**config.mk**
```make
export PLATFORM = sky130hd
export DESIGN_NAME = pipeline_hazard_ctrl
export DESIGN_NICKNAME = d
export VERILOG_FILES = /design/src/rtl/pipeline_hazard_ctrl.sv
export SDC_FILE = /design/constraint.sdc
export NUM_CORES = 1
export LEC_CHECK = 0
export CORE_ASPECT_RATIO = 1.4
export CORE_UTILIZATION = 44
export CTS_CLUSTER_SIZE = 30
export DETAILED_ROUTE_END_ITERATION = 10
export PLACE_DENSITY_LB_ADDON = 0.3
export SLEW_MARGIN = 20
export SYNTH_ARGS = -nofsm -noshare
export SYNTH_HDL_FRONTEND = slang
export SYNTH_SLANG_ARGS = --single-unit
```
**constraint.sdc**
```tcl
create_clock -name clk_i -period 2.44 [get_ports clk_i]
set_input_delay 0.732 -clock clk_i [delete_from_list [all_inputs] [get_ports clk_i]]
set_output_delay 0.732 -clock clk_i [all_outputs]
set_load 0.01 [all_outputs]
```
**src/rtl/pipeline_hazard_ctrl.sv**
```systemverilog
// Front-end stall/kill sequencer: structural hazard stalls in RUN, and
// branch-mispredict recovery as redirect -> flush (RECOVER) -> drain (DRAIN).
module pipeline_hazard_ctrl #(
  parameter int ADDR_LEN      = 32,
  parameter int FLUSH_CYCLES  = 2,
  parameter int DRAIN_TIMEOUT = 255,
  parameter int PERF_W        = 16
) (
  input  logic                clk_i,
  input  logic                reset_i,
  input  logic                dp_valid_i,
  input  logic                rrf_allocatable_i,
  input  logic                rob_full_i,
  input  logic                rob_empty_i,
  input  logic                dp_req_alu_i,
  input  logic                dp_req_mem_i,
  input  logic                rs_alu_full_i,
  input  logic                rs_mem_full_i,
  input  logic                br_resolve_i,
  input  logic                br_mispredict_i,
  input  logic [ADDR_LEN-1:0] br_target_i,
  output logic                stall_if_o,
  output logic                stall_id_o,
  output logic                stall_dp_o,
  output logic                kill_if_o,
  output logic                kill_id_o,
  output logic                kill_dp_o,
  output logic                redirect_valid_o,
  output logic [ADDR_LEN-1:0] redirect_pc_o,
  output logic                flush_backend_o,
  output logic [1:0]          state_o,
  output logic                drain_timeout_o,
  output logic [PERF_W-1:0]   stall_cycles_o
);

  typedef enum logic [1:0] {
    ST_RUN     = 2'b00,
    ST_RECOVER = 2'b01,
    ST_DRAIN   = 2'b10,
    ST_ILLEGAL = 2'b11
  } state_t;

  localparam int FW = (FLUSH_CYCLES > 1) ? $clog2(FLUSH_CYCLES) : 1;
  localparam int DW = $clog2(DRAIN_TIMEOUT + 1);

  state_t                state_q;
  logic [FW-1:0]         flush_cnt_q;
  logic [DW-1:0]         drain_cnt_q;
  logic                  redirect_valid_q;
  logic [ADDR_LEN-1:0]   redirect_pc_q;
  logic                  drain_timeout_q;
  logic [PERF_W-1:0]     stall_cnt_q;

  logic hz;
  logic mispredict;
  logic stall_any;
  logic kill_any;

  assign hz = dp_valid_i & (~rrf_allocatable_i | rob_full_i |
                            (dp_req_alu_i & rs_alu_full_i) |
                            (dp_req_mem_i & rs_mem_full_i));

  assign mispredict = br_resolve_i & br_mispredict_i;

  always_ff @(posedge clk_i or negedge reset_i) begin
    if (!reset_i) begin
      state_q          <= ST_RUN;
      flush_cnt_q      <= '0;
      drain_cnt_q      <= '0;
      redirect_valid_q <= 1'b0;
      redirect_pc_q    <= '0;
      drain_timeout_q  <= 1'b0;
      stall_cnt_q      <= '0;
    end else begin
      redirect_valid_q <= 1'b0;
      case (state_q)
        ST_RUN: begin
          if (hz && !(&stall_cnt_q)) begin
            stall_cnt_q <= stall_cnt_q + 1'b1;
          end
          if (mispredict) begin
            state_q          <= ST_RECOVER;
            redirect_valid_q <= 1'b1;
            redirect_pc_q    <= br_target_i;
            flush_cnt_q      <= FW'(FLUSH_CYCLES - 1);
          end
        end
        ST_RECOVER: begin
          if (flush_cnt_q == '0) begin
            state_q     <= ST_DRAIN;
            drain_cnt_q <= '0;
          end else begin
            flush_cnt_q <= flush_cnt_q - 1'b1;
          end
        end
        ST_DRAIN: begin
          drain_cnt_q <= drain_cnt_q + 1'b1;
          // drain_cnt_q counts completed DRAIN cycles, so the current one is number drain_cnt_q+1
          if (rob_empty_i) begin
            state_q <= ST_RUN;
          end else if (drain_cnt_q == DW'(DRAIN_TIMEOUT - 1)) begin
            drain_timeout_q <= 1'b1;
            state_q         <= ST_RUN;
          end
        end
        default: begin
          state_q <= ST_RUN;
        end
      endcase
    end
  end

  // Hazard stall is only meaningful in RUN; gating with reset keeps all outputs low while in reset.
  assign stall_any = reset_i & (((state_q == ST_RUN) & hz) | (state_q == ST_DRAIN));
  assign kill_any  = (state_q == ST_RECOVER);

  assign stall_if_o       = stall_any;
  assign stall_id_o       = stall_any;
  assign stall_dp_o       = stall_any;
  assign kill_if_o        = kill_any;
  assign kill_id_o        = kill_any;
  assign kill_dp_o        = kill_any;
  assign flush_backend_o  = kill_any;
  assign redirect_valid_o = redirect_valid_q;
  assign redirect_pc_o    = redirect_pc_q;
  assign state_o          = state_q;
  assign drain_timeout_o  = drain_timeout_q;
  assign stall_cycles_o   = stall_cnt_q;

endmodule

```
-- Yosys cells after proc, flatten, opt, wreduce, memory -nomap -nowiden
Cells that the tools add are included.
- register bits after elaboration: 61
- bits in latches: 0
- memory bits (writable): 0
- bits in read-only memories: 0
- input port bits: 44
- output and inout bits: 59
- memories: 0
- add/subtract/negate cells: 3
- $mul: 0
- divide/modulo/power cells: 0
- $lt $le $gt $ge: 0
- eq/ne operators: 6
- shift-type cells: 0
- mux-type cells: 12
- bitwise logic cells: 12
- reduce and logical (&&, ||, !) cells: 12
- operator list (operator ; number):
    16-bit by 1-bit adder with 16-bit output (second input constant) ; 1
    8-bit one-hot mux with 2 select lines ; 1
    16-bit AND reduction ; 1
    8-bit by 1-bit adder with 8-bit output (second input constant) ; 1
    8-bit equality test (second input constant) ; 1
    2-bit 2-to-1 mux ; 4
    8-bit 2-to-1 mux ; 1
    2-bit AND reduction ; 4
    1-bit bitwise AND ; 6
    2-bit one-hot mux with 3 select lines ; 1
    3-bit AND reduction ; 2
    1-bit 2-to-1 mux ; 4
    2-bit != test (second input constant) ; 2
    1-bit OR ; 4
    2-bit nonzero test ; 2
    3-bit != test (second input constant) ; 1
    2-bit by 1-bit equality test with 1-bit output (second input constant) ; 1
    2-bit equality test (second input constant) ; 1
    2-bit logical NOT ; 1
    1-bit NOT ; 2
    1-bit one-hot mux with 2 select lines ; 1
    1-bit logical AND ; 1
    1-bit logical NOT ; 1
    1-bit subtractor (second input constant) ; 1

-- Logic depth before layout (Yosys ltp)
Gate-level depths: netlist of run 1.
- word-level depth: 8
- gate-level depth with buffers: 7
- gate-level depth less buffers: 6

-- Least setup slack after synthesis of run 1
No wires, ideal clock.
- path type: input-to-output
- from: input port dp_req_alu_i
- to: output port stall_id_o
- arrival time: 1.602 ns
- required time: 1.708 ns
- path slack: 0.106 ns
- stages on the path: 4
- path buffers: 1
- cell sequence: a22o_1 -> o211ai_2 -> a21boi_0 -> buf_4
- cells in the longest elaborated chain, start to end: 7
- ends and longest elaborated chain (what ; RTL line ; RTL):
    start, declared ; 15 ; input logic dp_req_alu_i,
    1-bit bitwise AND ; 60 ; (dp_req_alu_i & rs_alu_full_i) |
    1-bit OR ; 59 ; assign hz = dp_valid_i & (~rrf_allocatable_i | rob_full_i |
    1-bit OR ; 60 ;
    1-bit bitwise AND ; 59 ;
    1-bit bitwise AND ; 114 ; assign stall_any = reset_i & (((state_q == ST_RUN) & hz) | (state_q == ST_DRAIN));
    1-bit OR ; 114 ;
    1-bit bitwise AND ; 114 ;
    end, declared ; 23 ; output logic stall_id_o,
No other way between the ends.

-- Worst setup path after layout of run 1
- from: register state_q[1] (netlist: state_o[1])
- to: output port kill_id_o
- cells in the longest elaborated chain, start to end: 1
- ends and longest elaborated chain (what ; RTL line ; RTL):
    start, declared ; 46 ; state_t state_q;
    start signal, assigned ; 67 ; state_q <= ST_RUN;
    start signal, assigned ; 82 ; state_q <= ST_RECOVER;
    start signal, assigned ; 90 ; state_q <= ST_DRAIN;
    2-bit by 1-bit equality test with 1-bit output ; 115 ; assign kill_any = (state_q == ST_RECOVER);
    end, declared ; 26 ; output logic kill_id_o,
No other way between the ends.

==> results of run 1 <==
## cell type report
| type | count | area [µm²] |
|---|---|---|
| sequential | 61 | 1530 |
| clock buffer | 11 | 131 |
| tap | 70 | 87.6 |
| inverter | 4 | 15.0 |
| clock inverter | 5 | 27.5 |
| timing repair buffer | 113 | 1110 |
| fill | 456 | 1870 |
| multi-input combinational | 136 | 1050 |
## metal layers
metal / routed length (µm) / up-vias
met4: 213 / 0
li1: - / 966
met3: 364 / 15
met1: 2330 / 981
met2: 2930 / 96
met5: 0 / -
## worst reg2reg max path, delay by kind of cell, from the launching register on
family | cells | cell delay [ns]
fa+ha+maj | 1 | 0.23
flops | 1 | 0.43
buf+inv | 1 | 0.14
compound gates | 1 | 0.16
simple gates | 2 | 0.42
mux | 1 | 0.31
## power by group
part	switching, W	internal [W]
registers	0.000232	0.00137
logic	0.000694	0.00103
clock network	0.000389	0.000361
total	0.00132	0.00277
## what timing repair did
action,CTS,global route
setup endpoints to repair,7,4
resized for setup,24,2
cloned,0,0
pin swaps,3,2
buffers inserted,1,0
## sequential cells by signal (all words and copies together) (netlist names)
name,cells
state_o,2
stall_cycles_o,16
flush_cnt_q,1
redirect_valid_o,1
drain_timeout_o,1
drain_cnt_q,8
redirect_pc_o,32
## stage by stage
step | power, W | utilization | std cells
6_report | 0.00408 | 0.679 | 400
4_1_cts | 0.00413 | 0.678 | 400
3_5_place_dp | 0.00337 | 0.651 | 384
5_1_grt | 0.00433 | 0.679 | 400
3_3_place_gp | 0.00333 | 0.651 | 384
2_1_floorplan | 0.00233 | - | 212
## synth_stat cells
| library cell | n |
|---|---|
| mux2_1 | 33 |
| nor3_1 | 1 |
| nand3_2 | 1 |
| and2_1 | 2 |
| o211ai_2 | 1 |
| and2b_4 | 1 |
| and3_1 | 5 |
| nand3_1 | 8 |
| a21o_1 | 2 |
| ha_1 | 3 |
| mux2i_1 | 1 |
| and3_4 | 1 |
| a311oi_1 | 1 |
| dfrtp_1 | 61 |
| and4_1 | 2 |
| buf_4 | 9 |
| a21oi_4 | 1 |
| nor2_1 | 14 |
| a21boi_0 | 1 |
| a211oi_1 | 1 |
| a22o_1 | 1 |
| mux2_4 | 1 |
| o21ai_1 | 2 |
| inv_1 | 4 |
| nand2b_1 | 1 |
| nor2b_1 | 1 |
| xnor2_1 | 13 |
| o21ai_0 | 3 |
| a21oi_1 | 9 |
| o31ai_1 | 1 |
| xor2_1 | 2 |
| o21bai_1 | 1 |
| nand4_1 | 9 |
| nand2_1 | 13 |
| buf_2 | 2 |
## worst paths after layout
check,start,endpoint,cells after the start
min in group asynchronous,reset_i,redirect_pc_o[2],2
hold reg to reg,drain_timeout_o,drain_timeout_o,1
setup reg to reg,stall_cycles_o[0],stall_cycles_o[1],6
setup / recovery,state_o[1],kill_id_o,3
max in group asynchronous,reset_i,drain_cnt_q[7],2
hold / removal,drain_timeout_o,drain_timeout_o,1
## placed cells by master (no fill, tap or decap), types with 3 or more instances in the layout
cell | Yosys | final
clkdlybuf4s50_1 | 0 | 90
dfrtp_1 | 61 | 61
mux2_1 | 33 | 33
nor2_1 | 14 | 13
nand2_1 | 13 | 13
xnor2_1 | 13 | 13
a21oi_1 | 9 | 9
nand4_1 | 9 | 9
clkbuf_8 | 0 | 9
buf_4 | 9 | 9
nand3_1 | 8 | 8
dlygate4sd2_1 | 0 | 6
and3_1 | 5 | 5
inv_1 | 4 | 4
clkinv_2 | 0 | 4
o21ai_0 | 3 | 3
ha_1 | 3 | 3
buf_2 | 2 | 3
## logic make-up (layout without fill, tap and decap cells)
family,Yosys count,count (layout),share of synthesized area
xor gates and xnor gates,15,15,0.0495
muxes,35,35,0.149
buffers and inverters,15,133,0.0349
DFF,61,61,0.575
AOI/OAI and AO/OA,24,24,0.0608
and+or+nand+nor,59,59,0.116
adders and majority gates,3,3,0.0141
==> impl_metrics.py, run 1 <==
metrics = {
    "status": {
        "status": "completed",
    },
    "yosys": {
        "ys_ff_latch": 61,
        "synth_top_area_cell": "dfrtp_1",
        "syn_avg_cell_area_um2": 12.5,
        "netlist_instances": 212,
        "yosys_warnings": 0,
        "syn_nets": 259,
        "synth_area_leaders": "dfrtp_1, mux2_1, xnor2_1, buf_4, nand4_1",
        "yosysSeqAreaShare": 0.575,
        "netlist_area_um2": 2650,
        "synth_cell_type_count": 35,
        "synth_top_area_frac": 0.575,
    },
    "drt": {
        "antenna_left": 0,
        "viasPerCell": 5.15,
        "first_pass_iters": 7,
        "via_count": 2058,
        "wirelength_um": 5840,
        "drt_iter0_drc": 79,
        "wire_per_inst_um": 14.6,
        "drcViolationCount": 0,
    },
    "global_routing": {
        "antenna_found_initial": 0,
        "grt_pass1_vias": 2040,
        "grt_use_met2": 0.324,
        "grt-busiest-layer": "met2",
        "track_usage": 0.205,
        "overflow": 0,
        "grt_use_met3": 0.0498,
        "grt_max_degree": 62,
        "met1_usage": 0.244,
        "grt_pass1_wl_um": 9430,
    },
    "clock_tree": {
        "clkLatencyLatePin_ns": 0.34,
        "numCtsBuffers": 9,
        "clockRootBuffer": "clkbuf_8",
        "cts_max_path_buffers": 2,
        "htree_levels": 3,
        "cts.sinks": 61,
        "clkSlewWorstSetupHoldPaths_ns": 0.06,
        "cts_hold_buffers": 0,
        "cts_tree": "yes",
    },
    "floorplan": {
        "die-height_um": 93.9,
        "dieArea_um2": 6350,
        "fp.dieW_um": 67.6,
        "num_io_pins": 103,
        "core_area_um2": 5820,
        "rows": 33,
        "initial_utilization": 0.456,
    },
    "layout": {
        "final_layout_size_suffix_gt1_frac": 0.115,
        "n_antenna_cell": 0,
        "post-route-cell-area_um2": 3950,
        "fin_nets": 372,
        "area_delta_synth_final_pct": 49.0,
    },
    "power_and_ir_drop": {
        "vdd_drop_max_uv": 863,
        "p_leak_nw": 1.71,
        "p_per_area_nw_per_um2": 1030,
    },
    "sta": {
        "finalHoldViolCount": 0,
        "fin_crit_ns": 2.37,
        "worst_pin_slew_ns": 0.746,
        "setup_viol": 0,
        "fin_ws_ns": 0.0698,
        "whs_ns": 0.464,
        "fin_skew_ns": 0.00607,
        "rsz0062_at_grt": "false",
        "slew_viol_final": 0,
        "fmax_ghz": 0.422,
        "post-route-period-util": 0.971,
        "tns_ns": 0,
        "max-slew-margin-rel": 0.502,
    },
    "run": {
        "drv_cap": 0,
    },
    "setup_path": {
        "crit_required_ns": 1.71,
        "rrSetupSlack_ns": 0.65,
        "arrival_ns": 1.64,
        "critical_path_buf_inv_count": 2,
        "cp-end-kind": "output port",
        "critPathLaunchType": "register",
        "critPathSlowestCell": "clkdlybuf4s50_1",
        "worstSetupPathType": "register to output port",
        "cp_slowest_stage_delay_ns": 0.56,
        "crit_family": "buffers and inverters",
        "worstPathCellList": "buf_4 -> nor2_4 -> clkdlybuf4s50_1",
        "crit_fanout": 11,
    },
    "place": {
        "dpl.hpwl_um": 4240,
        "pre_cts_ws_ns": -0.699,
        "dpl_cell_area_um2": 3790,
        "portBuffers": 102,
        "gp_congestion": 0.814,
    },
    "min_path": {
        "holdCritPathClass": "register to register",
    },
}
(Power assumes the default switching activity.)
==> run 2: changes to the inputs <==
CELL_PAD_IN_SITES_DETAIL_PLACEMENT = 1   (was default)
CELL_PAD_IN_SITES_GLOBAL_PLACEMENT = 1   (was default)
CORE_UTILIZATION = 33   (was 44)
==> run 2 against run 1 <==
Net effect:
- count of clock-buffer cells in the layout rose by 1
- worst hold slack gained 0.0094 ns
- global-route usage fell by 3.1 points
- highest routed layer unchanged
- sequential cell count is the same
- clock power increased by 36%
- maximum frequency decreased by 0.28%
- cell area rose by 1.6%
==> impl_metrics.py, run 2 (synthesized netlist as in run 1, its figures left out) <==
metrics = {
    "place": {
        "portBuffers": 102,
        "dpl.hpwl_um": 4740,
        "dpl_cell_area_um2": 3780,
        "dp.cells": 410,
        "gp_congestion": 0.743,
    },
    "global_routing": {
        "grt_pass1_wl_um": 11100,
        "overflow": 0,
        "grt_pass1_vias": 2262,
        "track_usage": 0.175,
        "grt_max_degree": 62,
        "antenna_found_initial": 0,
    },
    "setup_path": {
        "rrSetupSlack_ns": 0.53,
        "r2r-start": "state_o[0]",
        "arrival_ns": 1.64,
        "r2r-end": "stall_cycles_o[15]",
        "crit_path_start": "rs_alu_full_i",
        "cp-end-kind": "output port",
        "critPathLaunchType": "primary input",
        "reg2reg_depth": 7,
        "crit_required_ns": 1.71,
        "worstSetupPathType": "primary input to output port",
        "crit_fanout": 3,
    },
    "clock_tree": {
        "clkSlewWorstSetupHoldPaths_ns": 0.07,
        "cts.sinks": 61,
        "cts_max_path_buffers": 2,
        "cts_tree": "yes",
        "numCtsBuffers": 9,
        "clockRootBuffer": "clkbuf_8",
        "clkLatencyLatePin_ns": 0.34,
        "cts_hold_buffers": 0,
        "htree_levels": 3,
    },
    "min_path": {
        "hp-start": "drain_timeout_o",
        "hold_path_end": "drain_timeout_o",
        "holdCritPathClass": "register to register",
        "min_delay_path_depth": 1,
    },
    "sta": {
        "fin_skew_ns": 0.00632,
        "slew_viol_final": 0,
        "fmax_ghz": 0.421,
        "fin_crit_ns": 2.38,
        "setup_viol": 0,
        "rsz0062_at_grt": "false",
        "max-slew-margin-rel": 0.477,
        "finalHoldViolCount": 0,
        "worst_pin_slew_ns": 0.785,
        "post-route-period-util": 0.974,
    },
    "drt": {
        "viasPerCell": 4.85,
        "antenna_left": 0,
        "via_count": 2071,
        "wire_per_inst_um": 15.2,
        "top_layer": "met4",
        "met1_length_um": 2460,
        "routed-wl-met3_um": 285,
        "wirelength_um": 6500,
        "route.met2.wl_um": 3560,
        "first_pass_iters": 4,
        "drcViolationCount": 0,
        "drt_iter0_drc": 105,
    },
    "floorplan": {
        "core_area_um2": 7750,
        "fp.dieW_um": 77.8,
        "num_io_pins": 103,
        "die-height_um": 108,
        "dieArea_um2": 8410,
        "initial_utilization": 0.342,
        "rows": 38,
    },
    "layout": {
        "n_antenna_cell": 0,
        "largest_register_ffs": 32,
        "area.sequential_um2": 1530,
        "fill_cells": 818,
        "final_common_cell": "clkdlybuf4s50_1",
        "multi_input_area_um2": 1050,
        "mostFrequentLayoutCells": "clkdlybuf4s50_1, dfrtp_1, mux2_1",
        "fin_cells": 427,
        "fin_nets": 369,
        "area_delta_synth_final_pct": 51.4,
        "final_layout_size_suffix_gt1_frac": 0.113,
        "post-route-cell-area_um2": 4020,
    },
    "power_and_ir_drop": {
        "p_leak_nw": 1.73,
        "p_per_area_nw_per_um2": 1080,
        "vdd_drop_max_uv": 651,
    },
    "status": {
        "status": "completed",
    },
    "run": {
        "drv_cap": 0,
    },
}
==> run 2: changes by cell type in the layout (fill, tap and decap cells not counted), sizes merged <==
cell and delta:
clkinvlp -1, bufinv +2, clkinv -2, buf -3, clkbuf +1
==> run 2: final cells by class <==
| class | instances | area share |
|---|---|---|
| clock buffers | 12 | 0.0386 |
| clock inverters | 4 | 0.0174 |
| inverters | 4 | 0.00374 |
| multi-input cells | 136 | 0.263 |
| flip-flops and latches | 61 | 0.380 |
| well taps | 100 | 0.0311 |
| repair buffers | 110 | 0.267 |
==> run 2: what timing repair did <==
action | 4_1_cts | 5_1_grt
pin swaps | 3 | 0
setup buffers | 1 | 0
resized for setup | 23 | 2
endpoints found under the hold margin | 0 | 0
setup endpoints to repair | 7 | 2
==> run 2: critical path: stages <==
cell	delay [ns]
dlygate4sd2_1	0.23
a22o_1	0.23
o211ai_2	0.21
a21boi_2	0.09
buf_2	0.15
==> run 2: how the worst max path moves through the flow <==
stage,cells past startpoint,endpoint
4_1_cts,3,kill_dp_o
6_report,5,stall_id_o
2_1_floorplan,4,stall_id_o
5_1_grt,3,flush_backend_o
3_5_place_dp,5,stall_id_o
3_3_place_gp,5,stall_dp_o
==> run 2: per-stage QoR <==
| step | setup WS, ns | power [W] | setup TNS (ns) | util | hold slack (ns) |
|---|---|---|---|---|---|
| 2_1_floorplan | 0.106 | 0.00233 | 0 | - | 0.436 |
| 3_3_place_gp | -0.579 | 0.00330 | -1.73 | 0.488 | 0.445 |
| 3_5_place_dp | -0.667 | 0.00336 | -1.99 | 0.488 | 0.459 |
| 4_1_cts | 0.0331 | 0.00442 | 0 | 0.518 | 0.487 |
| 5_1_grt | 0.00762 | 0.00460 | 0 | 0.518 | 0.495 |
| 6_report | 0.0632 | 0.00433 | 0 | 0.518 | 0.474 |
==> run 2: power breakdown <==
| part | leakage, nW | switching (W) | total, W | internal [W] |
|---|---|---|---|---|
| logic | 0.852 | 0.000703 | 0.00170 | 0.000996 |
| clock network | 0.116 | 0.000390 | 0.00102 | 0.000628 |
| registers | 0.765 | 0.000241 | 0.00161 | 0.00137 |
| total | 1.73 | 0.00133 | 0.00433 | 0.00300 |
==> run 2: metal layers <==
| metal | vias to the layer above | global-route usage |
|---|---|---|
| met1 | 1046 | 0.187 |
| met4 | 0 | 0.113 |
| li1 | 959 | - |
| met2 | 52 | 0.308 |
| met3 | 14 | 0.0397 |
| met5 | - | 0 |
